$ cat config.mk
export PLATFORM = sky130hd
export DESIGN_NAME = ecc_dec_module_flat
export DESIGN_NICKNAME = d
export VERILOG_FILES = /design/src/rtl/ecc_dec_module_if.sv /design/src/rtl/ecc_dec_module.sv /design/src/flat_wrapper.sv
export SDC_FILE = /design/constraint.sdc
export NUM_CORES = 1
export LEC_CHECK = 0
export ABC_AREA = 1
export CAP_MARGIN = 20
export CORE_MARGIN = 1.5
export CORE_UTILIZATION = 60
export CTS_BUF_LIST = sky130_fd_sc_hd__clkbuf_4 sky130_fd_sc_hd__clkbuf_8
export CTS_CLUSTER_DIAMETER = 100
export DETAILED_ROUTE_END_ITERATION = 10
export PLACE_DENSITY = 0.85
export SLEW_MARGIN = 30
export SYNTH_ARGS = -nofsm -noshare
export SYNTH_HDL_FRONTEND = slang
export SYNTH_SLANG_ARGS = --single-unit
$ cat constraint.sdc
create_clock -name clk -period 2.98 [get_ports clk]
set_clock_uncertainty 0.15 [all_clocks]
set_input_delay 0.596 -clock clk [delete_from_list [all_inputs] [get_ports clk]]
set_output_delay 0.596 -clock clk [all_outputs]
set_load 0.005 [all_outputs]
$ cat src/rtl/ecc_dec_module_if.sv
// ---------------------------------------------------------------------------
// ecc_dec_module_if
//   Handshake and data bundle of the ECC decoder read path.
//   Input side  : i_vld, i_rdy, i_code[37:0]  ({check[5:0], data[31:0]})
//   Output side : o_vld, o_rdy, o_data[31:0], o_cor, o_unc, o_syn[5:0]
//   Modports    : slave  - the decoder (consumes i_*, produces o_*)
//                 master - the environment (produces i_*, consumes o_*)
// ---------------------------------------------------------------------------
interface ecc_dec_module_if;
  logic        i_vld;
  logic        i_rdy;
  logic [37:0] i_code;
  logic        o_vld;
  logic        o_rdy;
  logic [31:0] o_data;
  logic        o_cor;
  logic        o_unc;
  logic [5:0]  o_syn;

  modport slave (
    input  i_vld, i_code, o_rdy,
    output i_rdy, o_vld, o_data, o_cor, o_unc, o_syn
  );

  modport master (
    output i_vld, i_code, o_rdy,
    input  i_rdy, o_vld, o_data, o_cor, o_unc, o_syn
  );
endinterface

$ cat src/rtl/ecc_dec_module.sv
// ---------------------------------------------------------------------------
// ecc_dec_module
//   Decoder for the 38-bit words produced by ecc_enc_module.
//   Recomputes the check bits, forms a 6-bit syndrome, corrects any single
//   data- or check-bit error and flags everything else as uncorrectable.
//   Two-stage valid/ready pipeline (S1: code + syndrome, S2: result), with
//   saturating correction/uncorrectable counters and a capture register for
//   the first uncorrectable word since reset or cnt_clr.
//
// Ports
//   clk       in   rising-edge clock
//   rst_n     in   asynchronous active-low reset
//   bus       if   ecc_dec_module_if.slave (i_vld/i_rdy/i_code,
//                  o_vld/o_rdy/o_data/o_cor/o_unc/o_syn)
//   cnt_clr   in   synchronous clear of counters and capture register
//   cor_cnt   out  delivered-correction count (saturating, CNT_W bits)
//   unc_cnt   out  delivered-uncorrectable count (saturating, CNT_W bits)
//   cap_vld   out  capture register holds an uncorrectable word
//   cap_code  out  raw code of the first uncorrectable word
// ---------------------------------------------------------------------------
module ecc_dec_module #(
  parameter int CNT_W = 16
) (
  input  logic             clk,
  input  logic             rst_n,
  ecc_dec_module_if.slave  bus,
  input  logic             cnt_clr,
  output logic [CNT_W-1:0] cor_cnt,
  output logic [CNT_W-1:0] unc_cnt,
  output logic             cap_vld,
  output logic [37:0]      cap_code
);

  // -------------------------------------------------------------------------
  // Encoder equations. Each data bit j toggles the check bits set in
  // ENC_COL[j]; the constant term inverts code bits 36, 34 and 32
  // (check bits 4, 2, 0). Every column has weight >= 2 and all are distinct,
  // so no single data-bit error can look like a check-bit error. 6'b111000
  // is deliberately unused.
  // -------------------------------------------------------------------------
  localparam logic [5:0] CHK_CONST = 6'b010101;

  localparam logic [5:0] ENC_COL [32] = '{
    6'd11, 6'd13, 6'd14, 6'd19, 6'd21, 6'd22, 6'd25, 6'd26,
    6'd28, 6'd35, 6'd37, 6'd38, 6'd41, 6'd42, 6'd44, 6'd49,
    6'd50, 6'd52, 6'd7,  6'd15, 6'd23, 6'd27, 6'd29, 6'd30,
    6'd39, 6'd31, 6'd47, 6'd55, 6'd59, 6'd61, 6'd62, 6'd63
  };

  function automatic logic [5:0] chk(input logic [31:0] d);
    logic [5:0] c;
    c = CHK_CONST;
    for (int j = 0; j < 32; j++) begin
      if (d[j]) c = c ^ ENC_COL[j];
    end
    return c;
  endfunction

  // -------------------------------------------------------------------------
  // Pipeline state
  // -------------------------------------------------------------------------
  logic        s1_vld;
  logic [37:0] s1_code;
  logic [5:0]  s1_syn;

  logic        s2_vld;
  logic [31:0] s2_data;
  logic        s2_cor;
  logic        s2_unc;
  logic [5:0]  s2_syn;

  logic s2_adv;
  logic s1_adv;
  logic accept;
  logic deliver;

  assign s2_adv  = ~s2_vld | bus.o_rdy;
  assign s1_adv  = ~s1_vld | s2_adv;
  assign accept  = bus.i_vld & s1_adv;
  assign deliver = s2_vld & bus.o_rdy;

  assign bus.i_rdy  = s1_adv;
  assign bus.o_vld  = s2_vld;
  assign bus.o_data = s2_data;
  assign bus.o_cor  = s2_cor;
  assign bus.o_unc  = s2_unc;
  assign bus.o_syn  = s2_syn;

  // Syndrome of the incoming word, registered into S1
  logic [5:0] in_syn;
  assign in_syn = bus.i_code[37:32] ^ chk(bus.i_code[31:0]);

  // -------------------------------------------------------------------------
  // Column table (single data-bit syndromes) and per-column match against
  // the S1 syndrome. Built from the encoder function so the two can never
  // drift apart.
  // -------------------------------------------------------------------------
  logic [5:0]  col [32];
  logic [31:0] match;

  generate
    for (genvar gi = 0; gi < 32; gi++) begin : g_col
      localparam logic [5:0] COL_VAL = chk(32'd1 << gi) ^ chk(32'd0);
      assign col[gi]   = COL_VAL;
      assign match[gi] = (s1_syn == col[gi]);
    end
  endgenerate

  // -------------------------------------------------------------------------
  // Classification of the S1 word
  // -------------------------------------------------------------------------
  logic [31:0] flip;
  logic        syn_zero;
  logic        syn_onehot;
  logic        cls_cor;
  logic        cls_unc;
  logic [31:0] cls_data;

  always_comb begin
    // Isolate the lowest matching column so aliased columns resolve to lowest j
    flip       = match & (~match + 32'd1);
    syn_zero   = (s1_syn == 6'd0);
    syn_onehot = ~syn_zero & ((s1_syn & (s1_syn - 6'd1)) == 6'd0);
    cls_cor    = syn_onehot | (|match);
    cls_unc    = ~syn_zero & ~cls_cor;
    // Check-bit errors and uncorrectable words pass data through untouched
    cls_data   = s1_code[31:0];
    if (!syn_onehot && !cls_unc) begin
      cls_data = s1_code[31:0] ^ flip;
    end
  end

  // -------------------------------------------------------------------------
  // Stage registers
  // -------------------------------------------------------------------------
  always_ff @(posedge clk or negedge rst_n) begin
    if (!rst_n) begin
      s1_vld  <= 1'b0;
      s1_code <= '0;
      s1_syn  <= '0;
    end else if (s1_adv) begin
      s1_vld <= bus.i_vld;
      if (bus.i_vld) begin
        s1_code <= bus.i_code;
        s1_syn  <= in_syn;
      end
    end
  end

  always_ff @(posedge clk or negedge rst_n) begin
    if (!rst_n) begin
      s2_vld  <= 1'b0;
      s2_data <= '0;
      s2_cor  <= 1'b0;
      s2_unc  <= 1'b0;
      s2_syn  <= '0;
    end else if (s2_adv) begin
      s2_vld <= s1_vld;
      if (s1_vld) begin
        s2_data <= cls_data;
        s2_cor  <= cls_cor;
        s2_unc  <= cls_unc;
        s2_syn  <= s1_syn;
      end
    end
  end

  // S2 also keeps the raw code so an uncorrectable delivery can be captured
  logic [37:0] s2_code;

  always_ff @(posedge clk or negedge rst_n) begin
    if (!rst_n) begin
      s2_code <= '0;
    end else if (s2_adv && s1_vld) begin
      s2_code <= s1_code;
    end
  end

  // -------------------------------------------------------------------------
  // Error counters and capture register
  // -------------------------------------------------------------------------
  logic             cor_hit;
  logic             unc_hit;
  logic [CNT_W-1:0] cor_cnt_next;
  logic [CNT_W-1:0] unc_cnt_next;
  logic             cap_vld_next;
  logic [37:0]      cap_code_next;

  assign cor_hit = deliver & s2_cor;
  assign unc_hit = deliver & s2_unc;

  always_comb begin
    cor_cnt_next  = cor_cnt;
    unc_cnt_next  = unc_cnt;
    cap_vld_next  = cap_vld;
    cap_code_next = cap_code;
    if (cnt_clr) begin
      // A clear coincident with a delivery counts/captures that delivery
      cor_cnt_next  = cor_hit ? CNT_W'(1) : '0;
      unc_cnt_next  = unc_hit ? CNT_W'(1) : '0;
      cap_vld_next  = unc_hit;
      cap_code_next = unc_hit ? s2_code : '0;
    end else begin
      if (cor_hit && (cor_cnt != '1)) cor_cnt_next = cor_cnt + CNT_W'(1);
      if (unc_hit && (unc_cnt != '1)) unc_cnt_next = unc_cnt + CNT_W'(1);
      if (unc_hit && !cap_vld) begin
        cap_vld_next  = 1'b1;
        cap_code_next = s2_code;
      end
    end
  end

  always_ff @(posedge clk or negedge rst_n) begin
    if (!rst_n) begin
      cor_cnt  <= '0;
      unc_cnt  <= '0;
      cap_vld  <= 1'b0;
      cap_code <= '0;
    end else begin
      cor_cnt  <= cor_cnt_next;
      unc_cnt  <= unc_cnt_next;
      cap_vld  <= cap_vld_next;
      cap_code <= cap_code_next;
    end
  end

endmodule

$ cat src/flat_wrapper.sv
// flat-port wrapper written by rule: the top's interface ports become plain ports
module ecc_dec_module_flat 
#(
  parameter int CNT_W = 16
)
  (clk, rst_n, cnt_clr, cor_cnt, unc_cnt, cap_vld, cap_code, bus_i_vld, bus_i_code, bus_o_rdy, bus_i_rdy, bus_o_vld, bus_o_data, bus_o_cor, bus_o_unc, bus_o_syn);
  ecc_dec_module_if bus_i ();
  input  logic clk;
  input  logic rst_n;
  input  logic cnt_clr;
  output logic [CNT_W-1:0] cor_cnt;
  output logic [CNT_W-1:0] unc_cnt;
  output logic cap_vld;
  output logic [37:0] cap_code;
  input wire logic [$bits(bus_i.i_vld)-1:0] bus_i_vld;
  input wire logic [$bits(bus_i.i_code)-1:0] bus_i_code;
  input wire logic [$bits(bus_i.o_rdy)-1:0] bus_o_rdy;
  output wire logic [$bits(bus_i.i_rdy)-1:0] bus_i_rdy;
  output wire logic [$bits(bus_i.o_vld)-1:0] bus_o_vld;
  output wire logic [$bits(bus_i.o_data)-1:0] bus_o_data;
  output wire logic [$bits(bus_i.o_cor)-1:0] bus_o_cor;
  output wire logic [$bits(bus_i.o_unc)-1:0] bus_o_unc;
  output wire logic [$bits(bus_i.o_syn)-1:0] bus_o_syn;
  assign bus_i.i_vld = bus_i_vld;
  assign bus_i.i_code = bus_i_code;
  assign bus_i.o_rdy = bus_o_rdy;
  assign bus_i_rdy = bus_i.i_rdy;
  assign bus_o_vld = bus_i.o_vld;
  assign bus_o_data = bus_i.o_data;
  assign bus_o_cor = bus_i.o_cor;
  assign bus_o_unc = bus_i.o_unc;
  assign bus_o_syn = bus_i.o_syn;
  ecc_dec_module #(.CNT_W(CNT_W)) u_core (.clk(clk), .rst_n(rst_n), .bus(bus_i), .cnt_clr(cnt_clr), .cor_cnt(cor_cnt), .unc_cnt(unc_cnt), .cap_vld(cap_vld), .cap_code(cap_code));
endmodule
**Yosys cells after proc, flatten, opt, wreduce, memory -nomap -nowiden**

Cells that the tools add are included.

- Memories: 0
- Bits in latches: 0
- Bits in registers: 195
- Bits in read-only memories: 0
- Bits in writable memories: 0
- Output and inout bits: 113
- Logic and storage cells: 159
- Bits of input ports: 43

- $mul: 0
- Div/mod/pow operators: 0
- Add/subtract/negate cells: 4
- Mux-type cells: 44
- Shift operators: 0
- Magnitude comparators: 0
- Reductions and logical operators: 16
- Equality and inequality tests: 34
- Bitwise operators: 48

Operator list:

| operator | number |
|---|---|
| $mux 38 | 3 |
| $eq 6x6->1 const B | 16 |
| $mux 6 | 16 |
| $eq 6x5->1 const B | 11 |
| $mux 16 | 4 |
| $mux 5 | 11 |
| $not 3->3 | 17 |
| $add 16x1->16 const B | 2 |
| $add 32x1->32 const B | 1 |
| $and 32x32->32 | 1 |
| $mux 32 | 1 |
| $ne 16x16->1 const B | 2 |
| $not 32->32 | 1 |
| $reduce_or 32->1 | 1 |
| $xor 32x32->32 | 1 |
| $not 5->5 | 6 |
| $eq 6x4->1 const B | 4 |
| $not 4->4 | 6 |
| $mux 4 | 4 |
| $logic_not 6->1 | 2 |
| $and 6x6->6 | 1 |
| $eq 6x3->1 const B | 1 |
| $not 6->6 | 1 |
| $reduce_bool 2->1 | 3 |
| 11 further kinds | 30 |

**Depth between registers and ports, before layout**

Gate-level depths: netlist of run 1.

- Word-level depth: 64
- Gate-level depth with buffers: 15
- Mapped depth without buffers: 15

**Worst setup path before layout of run 1**

Ideal clock, no wire load.

- Path kind: input port to flip-flop
- Start point: input bus_i_code[31]
- End point: register u_core.s1_syn[2]
- Library setup time: 0.118 ns
- Arrival: 1.573 ns
- Path slack: 1.139 ns
- Required time: 2.712 ns
- Stages: 12
- Cell sequence: buf_2 -> inv_2 -> nand2_1 -> nand2_1 -> xor2_1 -> inv_1 -> nand2_1 -> nand2_1 -> nand2_1 -> nand3_1 -> nand3_1 -> nand2_1

- Longest elaborated chain between the ends: 2

RTL lines:

| what | line | source |
|---|---|---|
| from (decl) | flat_wrapper.sv:16 | `input wire logic [$bits(bus_i.i_code)-1:0] bus_i_code;` |
| $mux 6 | ecc_dec_module.sv:54 | `if (d[j]) c = c ^ ENC_COL[j];` |
| $xor 6x6->6 | ecc_dec_module.sv:91 | `assign in_syn = bus.i_code[37:32] ^ chk(bus.i_code[31:0]);` |
| to (signal assigned) | ecc_dec_module.sv:145 | `s1_syn <= in_syn;` |
| to (decl) | ecc_dec_module.sv:64 | `logic [5:0] s1_syn;` |

No other way between the ends.
A chain may end at the register's enable or synchronous reset.

**Worst setup path in the final report of run 1**

- Start point: input bus_o_rdy
- End point: output bus_i_rdy

- Longest elaborated chain between the ends: 2

RTL lines:

| what | line | source |
|---|---|---|
| from (decl) | flat_wrapper.sv:17 | `input wire logic [$bits(bus_i.o_rdy)-1:0] bus_o_rdy;` |
| $or 1x1->1 | ecc_dec_module.sv:77 | `assign s2_adv = ~s2_vld \| bus.o_rdy;` |
| $or 1x1->1 | ecc_dec_module.sv:78 | `assign s1_adv = ~s1_vld \| s2_adv;` |
| to (decl) | flat_wrapper.sv:18 | `output wire logic [$bits(bus_i.i_rdy)-1:0] bus_i_rdy;` |

No other way between the ends.

==> metrics.md, run 1 <==
| Metric | Value |
|---|---|
| Multi-input logic area | 4570 µm² |
| Register area share after synthesis | 0.478 |
| Iter 0 DRT Violations | 807 |
| Setup_tns | 0 ns |
| Critical Path Start Type | input pin |
| Slew HR | 0.617 |
| I/O pins | 156 |
| Ys flop type | dfrtp_1 |
| FP Rows | 47 |
| DP HPWL | 20.2 mm |
| Largest net degree at the start of global routing | 85 |
| Number of global-route vias before repair | 8832 |
| DR pass1 iterations | 5 |
| Grt ovf | 0 |
| Final period util | 0.921 |
| Number of synthesized flops with an enable pin | 0 |
| Die W | 133 µm |
| Final hold violations | 0 |
| GR Util met1 | 0.437 |
| Final slew viol count | 0 |
| Fin cells | 1675 |
| Worst VDD drop | 0.413 mV |
| Initial Utilization | 0.615 |
| ANT nets after route | 0 |
| Top cell type's share of synthesized area | 0.478 |
| Via/cell ratio | 5.71 |
| Post-synth cell types | 40 |
| Fillers | 1283 |
| Max clock buf depth | 2 |
| Clock Latency Late Sink | 0.47 ns |
| Post-synthesis net count | 1358 |
| Syn Area/Cell | 7.77 µm² |
| Clk sinks | 195 |
| Reg2reg path depth | 10 |
| Status | completed |
| Largest area contributor in the netlist | dfrtp_1 |
| Root Driver | clkbuf_8 |
| WL/cell | 16.0 µm |
| Seq cells post-synth | 195 |
| Die H | 133 µm |
| RSZ-0062 raised after global routing | no |
| Synth warn | 0 |
| H-tree Lvls | 4 |
| Clock period minus worst slack | 2.75 ns |
| Hold depth | 2 |
| GRT Overall Usage | 0.314 |
| Crit Path Class | in -> out |
| Placer Congestion | 0.963 |
| Total number of vias | 9561 |
| Pleak | 6.05 nW |
| Global-route wire length before repair | 44.2 mm |
| DRT Wirelength | 26.8 mm |
| Worst Max-Slew Pin Slew | 0.573 ns |
| Worst-path clk slew | 0.09 ns |
| Core ar. | 16600 µm² |
| Cells after Synth | 1313 |
| Top-count cell post-synth | nand2_1 |
| NumNets Final | 1488 |
| Synth top cells by count | nand2_1 (426), dfrtp_1 (195), nand3_1 (189), inv_1 (123), o21ai_0 (77) |
| CTS Buf Count | 17 |
| Global routing's busiest layer | met2 |
| CTS tree | done |
| Ys async rst share | 1.00 |
| Placed instance count | 1643 |
| Quantity of I/O buffers inserted on ports | 155 |
| CP arrival | 2.00 ns |
| Layout cells sized above 1 | 0.0536 |
| Worst hold path class | reg -> reg |
| Worst-path maximum fanout | 3 |
| Antenna cells | 0 |
| Area Growth Syn to Fin | 21.3% |
| CP endpoint kind | output port |
| Initial antenna violation count | 0 |
| Power, Total | 7.92 mW |
| Max Clk Rate | 0.364 GHz |
| Register area | 4880 µm² |
| # DRC | 0 |
| Cell Area, Synth | 10200 µm² |
| WP data required | 2.23 ns |
| Met2 GRT Util | 0.504 |
| Die Area | 17800 µm² |
| Ranking of synthesized cells by area | dfrtp_1 (48%), nand2_1 (16%), nand3_1 (9.3%) |
| Final setup vio count | 0 |
| CTS resizes | 0 |
| Grt met3 use | 0.0540 |
| Maxcap violations | 0 |
| PD cells | 640 nW/µm² |
flip-flops by register name (all words and copies together), names as in the netlist:
signal	cells
u_core.bus.o_cor	1
u_core.bus.o_data	32
u_core.bus.o_syn	6
u_core.bus.o_unc	1
u_core.bus.o_vld	1
u_core.cap_code	38
u_core.cap_vld	1
u_core.cor_cnt	16
u_core.s1_code	38
u_core.s1_syn	6
u_core.s1_vld	1
u_core.s2_code	38
u_core.unc_cnt	16
metrics by stage:
step	hold WS (ns)	cell area (µm²)	util	setup slack, ns
6_report	0.335	12400	0.746	0.234
3_3_place_gp	0.301	12000	0.721	0.285
5_1_grt	0.362	12400	0.746	0.227
2_1_floorplan	0.150	10200	-	1.14
4_1_cts	0.339	12400	0.746	0.272
3_5_place_dp	0.314	12000	0.721	0.288
routing by layer:
| layer | vias to the layer above | part of all wire |
|---|---|---|
| li1 | 4526 | - |
| met1 | 4553 | 0.42 |
| met2 | 430 | 0.48 |
| met3 | 52 | 0.078 |
| met4 | 0 | 0.027 |
| met5 | - | 0 |
cell usage in the layout (no fill, tap or decap), types with 18 or more instances in the layout:
master	count
o21ai_0	77
clkbuf_8	20
nand3_1	189
inv_1	122
nor2_1	35
xnor2_1	27
dfrtp_1	195
clkdlybuf4s50_1	154
o211ai_1	18
nand2_1	425
nand4_1	33
xor2_1	34
final cells by class:
cell class              count  share of cell area
inverters                 131              0.0398
flip-flops and latches    195               0.394
multi-input cells         927               0.369
clock inverters             9             0.00971
well taps                 220              0.0222
clock buffers              22              0.0230
repair buffers            171               0.142
worst max-delay path, cell delays in order:
cell and delay [ns]:
clkdlybuf4s50_1 0.55, inv_1 0.08, nand3_1 0.21, clkdlybuf4s50_1 0.56
final timing paths:
| check | slack, ns | start | to |
|---|---|---|---|
| min in group asynchronous | 0.40 | rst_n | u_core.unc_cnt[5]$_DFFE_PN0P_ |
| hold / removal | 0.33 | u_core.s1_code[35]$_DFFE_PN0P_ | u_core.s2_code[35]$_DFFE_PN0P_ |
| max in group asynchronous | 1.53 | rst_n | u_core.s1_syn[5]$_DFFE_PN0P_ |
| setup reg to reg | 0.71 | u_core.unc_cnt[0]$_DFFE_PN0P_ | u_core.unc_cnt[11]$_DFFE_PN0P_ |
| setup / recovery | 0.23 | bus_o_rdy | bus_i_rdy |
| hold reg to reg | 0.33 | u_core.s1_code[35]$_DFFE_PN0P_ | u_core.s2_code[35]$_DFFE_PN0P_ |
cell families after synthesis:
group / synth area share
simple gates: 0.312
buf+inv: 0.0741
flops: 0.478
compound gates: 0.0792
xor+xnor: 0.0540
fa+ha+maj: 0.00245
power breakdown:
part	leakage (nW)	internal (mW)	switching [mW]
registers	2.50	3.21	0.465
logic	3.34	1.14	1.35
clock network	0.205	0.827	0.933
total	6.05	5.17	2.75
repair_timing:
item                                   4_1_cts  5_1_grt
hold buffers                                 1        0
endpoints found under the hold margin       23        0
setup buffers                                0        0
Power figures use the tool's default switching activity.
==> run 2, diff against run 1 <==
--- a/config.mk
+++ b/config.mk
@@ -12,7 +12,7 @@
 export CTS_BUF_LIST = sky130_fd_sc_hd__clkbuf_4 sky130_fd_sc_hd__clkbuf_8
 export CTS_CLUSTER_DIAMETER = 100
 export DETAILED_ROUTE_END_ITERATION = 10
-export PLACE_DENSITY = 0.85
+export PLACE_DENSITY_LB_ADDON = 0.25
 export SLEW_MARGIN = 30
 export SYNTH_ARGS = -nofsm -noshare
 export SYNTH_HDL_FRONTEND = slang
==> run 2 against run 1 <==
Net effect: count of clock-buffer cells in the layout is 4 lower; clock power is 8% lower; critical path type unchanged; global-route usage is 0.33 points higher; die area stayed put; highest routed layer unchanged; flip-flop and latch count stayed put; sequential share of layout area is 0.12 points higher; utilization is 0.23 points lower; largest cell class unchanged; first-iteration DRC count is 14% lower.
==> metrics.md, run 2 (synthesis gave the netlist of run 1 again) <==
| Metric | Value |
|---|---|
| CP arrival | 1.88 ns |
| DP HPWL | 20.9 mm |
| # DRC | 0 |
| Worst hold path class | in -> async |
| Switching share of power | 0.361 |
| Final period util | 0.882 |
| Total number of vias | 9557 |
| Top delay family on crit path | buffers and inverters |
| Critical Path Start Type | input pin |
| Crit Path Class | in -> out |
| Iter 0 DRT Violations | 694 |
| RSZ-0062 raised after global routing | no |
| PD cells | 630 nW/µm² |
| Maxcap violations | 0 |
| Multi-input logic area | 4570 µm² |
| Number of global-route vias before repair | 8868 |
| Net load switching power | 2.81 mW |
| Max Clk Rate | 0.380 GHz |
| Final hold violations | 0 |
| Combinational share of power | 0.318 |
| Flop pwr share | 0.474 |
| ANT nets after route | 0 |
| Fillers | 1306 |
| Reg2reg setup slack | 0.76 ns |
| I/O pins | 156 |
| Worst-path maximum fanout | 3 |
| WP depth | 4 |
| Commonest non-fill, non-tap cell in the layout | nand2_1 |
| Internal | 4.97 mW |
| Setup_tns | 0 ns |
| Initial Utilization | 0.615 |
| Placer Congestion | 0.991 |
| Crit-path cells | clkdlybuf4s50_1 > inv_1 > nand3_1 > clkdlybuf4s50_1 |
| Cell mode on critical path | clkdlybuf4s50_1 |
| Global-route wire length before repair | 44.3 mm |
| Root Driver | clkbuf_8 |
| Die W | 133 µm |
| Clock Latency Late Sink | 0.48 ns |
| Area Growth Syn to Fin | 20.9% |
| DR pass1 iterations | 7 |
| Hold-fix buffer count after cts | 0 |
| Final setup vio count | 0 |
| Worst Setup EP | bus_i_rdy |
| Clk sinks | 195 |
| Total setup buffers inserted after CTS | 0 |
| Worst Max-Slew Pin Slew | 0.747 ns |
| Crit-path slowest cell | clkdlybuf4s50_1 |
| Regs by FF count | u_core.cap_code x38, u_core.s1_code x38, u_core.s2_code x38 |
| CTS resizes | 0 |
| Quantity of I/O buffers inserted on ports | 155 |
| Core ar. | 16600 µm² |
| Max clock buf depth | 2 |
| Most frequent cells in the layout | nand2_1 (425), dfrtp_1 (195), nand3_1 (189) |
| Initial antenna violation count | 0 |
| Worst setup path startpoint | bus_o_rdy |
| Clock period minus worst slack | 2.63 ns |
| Grt ovf | 0 |
| Buffer and inverter count on the worst path | 3 |
| Register area | 4880 µm² |
| CTS tree | done |
| Antenna cells | 0 |
| Reg2reg end | u_core.unc_cnt[13]$_DFFE_PN0P_ |
| Fin cells | 1678 |
| Reg2reg path depth | 11 |
| Clock power frac | 0.208 |
| WL/cell | 16.2 µm |
| Via/cell ratio | 5.70 |
| GRT Overall Usage | 0.318 |
| H-tree Lvls | 4 |
| WP data required | 2.23 ns |
| Slew HR | 0.500 |
| Worst VDD drop | 0.349 mV |
| Final slew viol count | 0 |
| Layout cells sized above 1 | 0.0562 |
| CP endpoint kind | output port |
| Die Area | 17800 µm² |
| Worst-path clk slew | 0.10 ns |
| Die H | 133 µm |
| Reg2reg start | u_core.unc_cnt[0]$_DFFE_PN0P_ |
| Placed instance count | 1646 |
| FP Rows | 47 |
| CTS Buf Count | 17 |
| Largest net degree at the start of global routing | 85 |
| Pleak | 6.03 nW |
| DRT Wirelength | 27.2 mm |
| NumNets Final | 1490 |
| Worst path max stage delay | 0.56 ns |
| Status | completed |
run 2: routing by layer:
metal / GRT usage / part of all wire / vias to the layer above
met1: 0.426 / 0.42 / 4479
met5: 0 / 0 / -
met3: 0.0381 / 0.066 / 88
met4: 0.158 / 0.046 / 0
met2: 0.516 / 0.47 / 447
li1: - / - / 4543
run 2: cell type report:
type	instances	share of cell area
Tap cell	220	0.0223
Sequential cell	195	0.396
Clock buffer	18	0.0201
Multi-Input combinational cell	927	0.370
Clock inverter	14	0.00963
Timing Repair Buffer	173	0.142
Inverter	131	0.0400
run 2: stage by stage:
stage / total power [mW] / instance area, µm² / hold slack, ns / util / worst slack, ns
after floorplan: 4.90 / 10200 / 0.150 / - / 1.14
after global placement: 6.08 / 12000 / 0.303 / 0.722 / 0.352
after detailed placement: 6.17 / 12000 / 0.307 / 0.722 / 0.345
after CTS: 7.77 / 12300 / 0.0126 / 0.744 / 0.339
after global routing: 8.20 / 12300 / 0.0516 / 0.744 / 0.288
final: 7.77 / 12300 / 0.00730 / 0.744 / 0.352
run 2: how the worst min path moves through the flow:
stage,startpoint,to,slack [ns],cells after the start
6_report,rst_n,u_core.unc_cnt[9]$_DFFE_PN0P_,0.007,1
3_3_place_gp,u_core.s1_code[33]$_DFFE_PN0P_,u_core.s2_code[33]$_DFFE_PN0P_,0.30,2
4_1_cts,rst_n,u_core.unc_cnt[9]$_DFFE_PN0P_,0.01,1
5_1_grt,rst_n,u_core.cap_code[31]$_DFFE_PN0P_,0.05,1
3_5_place_dp,u_core.s1_code[32]$_DFFE_PN0P_,u_core.s2_code[32]$_DFFE_PN0P_,0.31,2
2_1_floorplan,rst_n,u_core.bus.o_cor$_DFFE_PN0P_,0.15,0
run 2: power by group through the flow:
stage	combinational, mW	sequential, mW	clock [mW]
global placement	2.38	3.70	0
global route	2.74	3.73	1.73
floorplan	1.32	3.59	0
CTS	2.47	3.66	1.64
finish	2.47	3.68	1.62
detailed placement	2.46	3.71	0
==> run 3, diff against run 2 <==
--- a/config.mk
+++ b/config.mk
@@ -13,7 +13,7 @@
 export CTS_CLUSTER_DIAMETER = 100
 export DETAILED_ROUTE_END_ITERATION = 10
 export PLACE_DENSITY_LB_ADDON = 0.25
-export SLEW_MARGIN = 30
+export SLEW_MARGIN = 10
 export SYNTH_ARGS = -nofsm -noshare
 export SYNTH_HDL_FRONTEND = slang
 export SYNTH_SLANG_ARGS = --single-unit
==> results of run 3 <==
No change in the layout: final DEF, timing and power equal those of run 2.
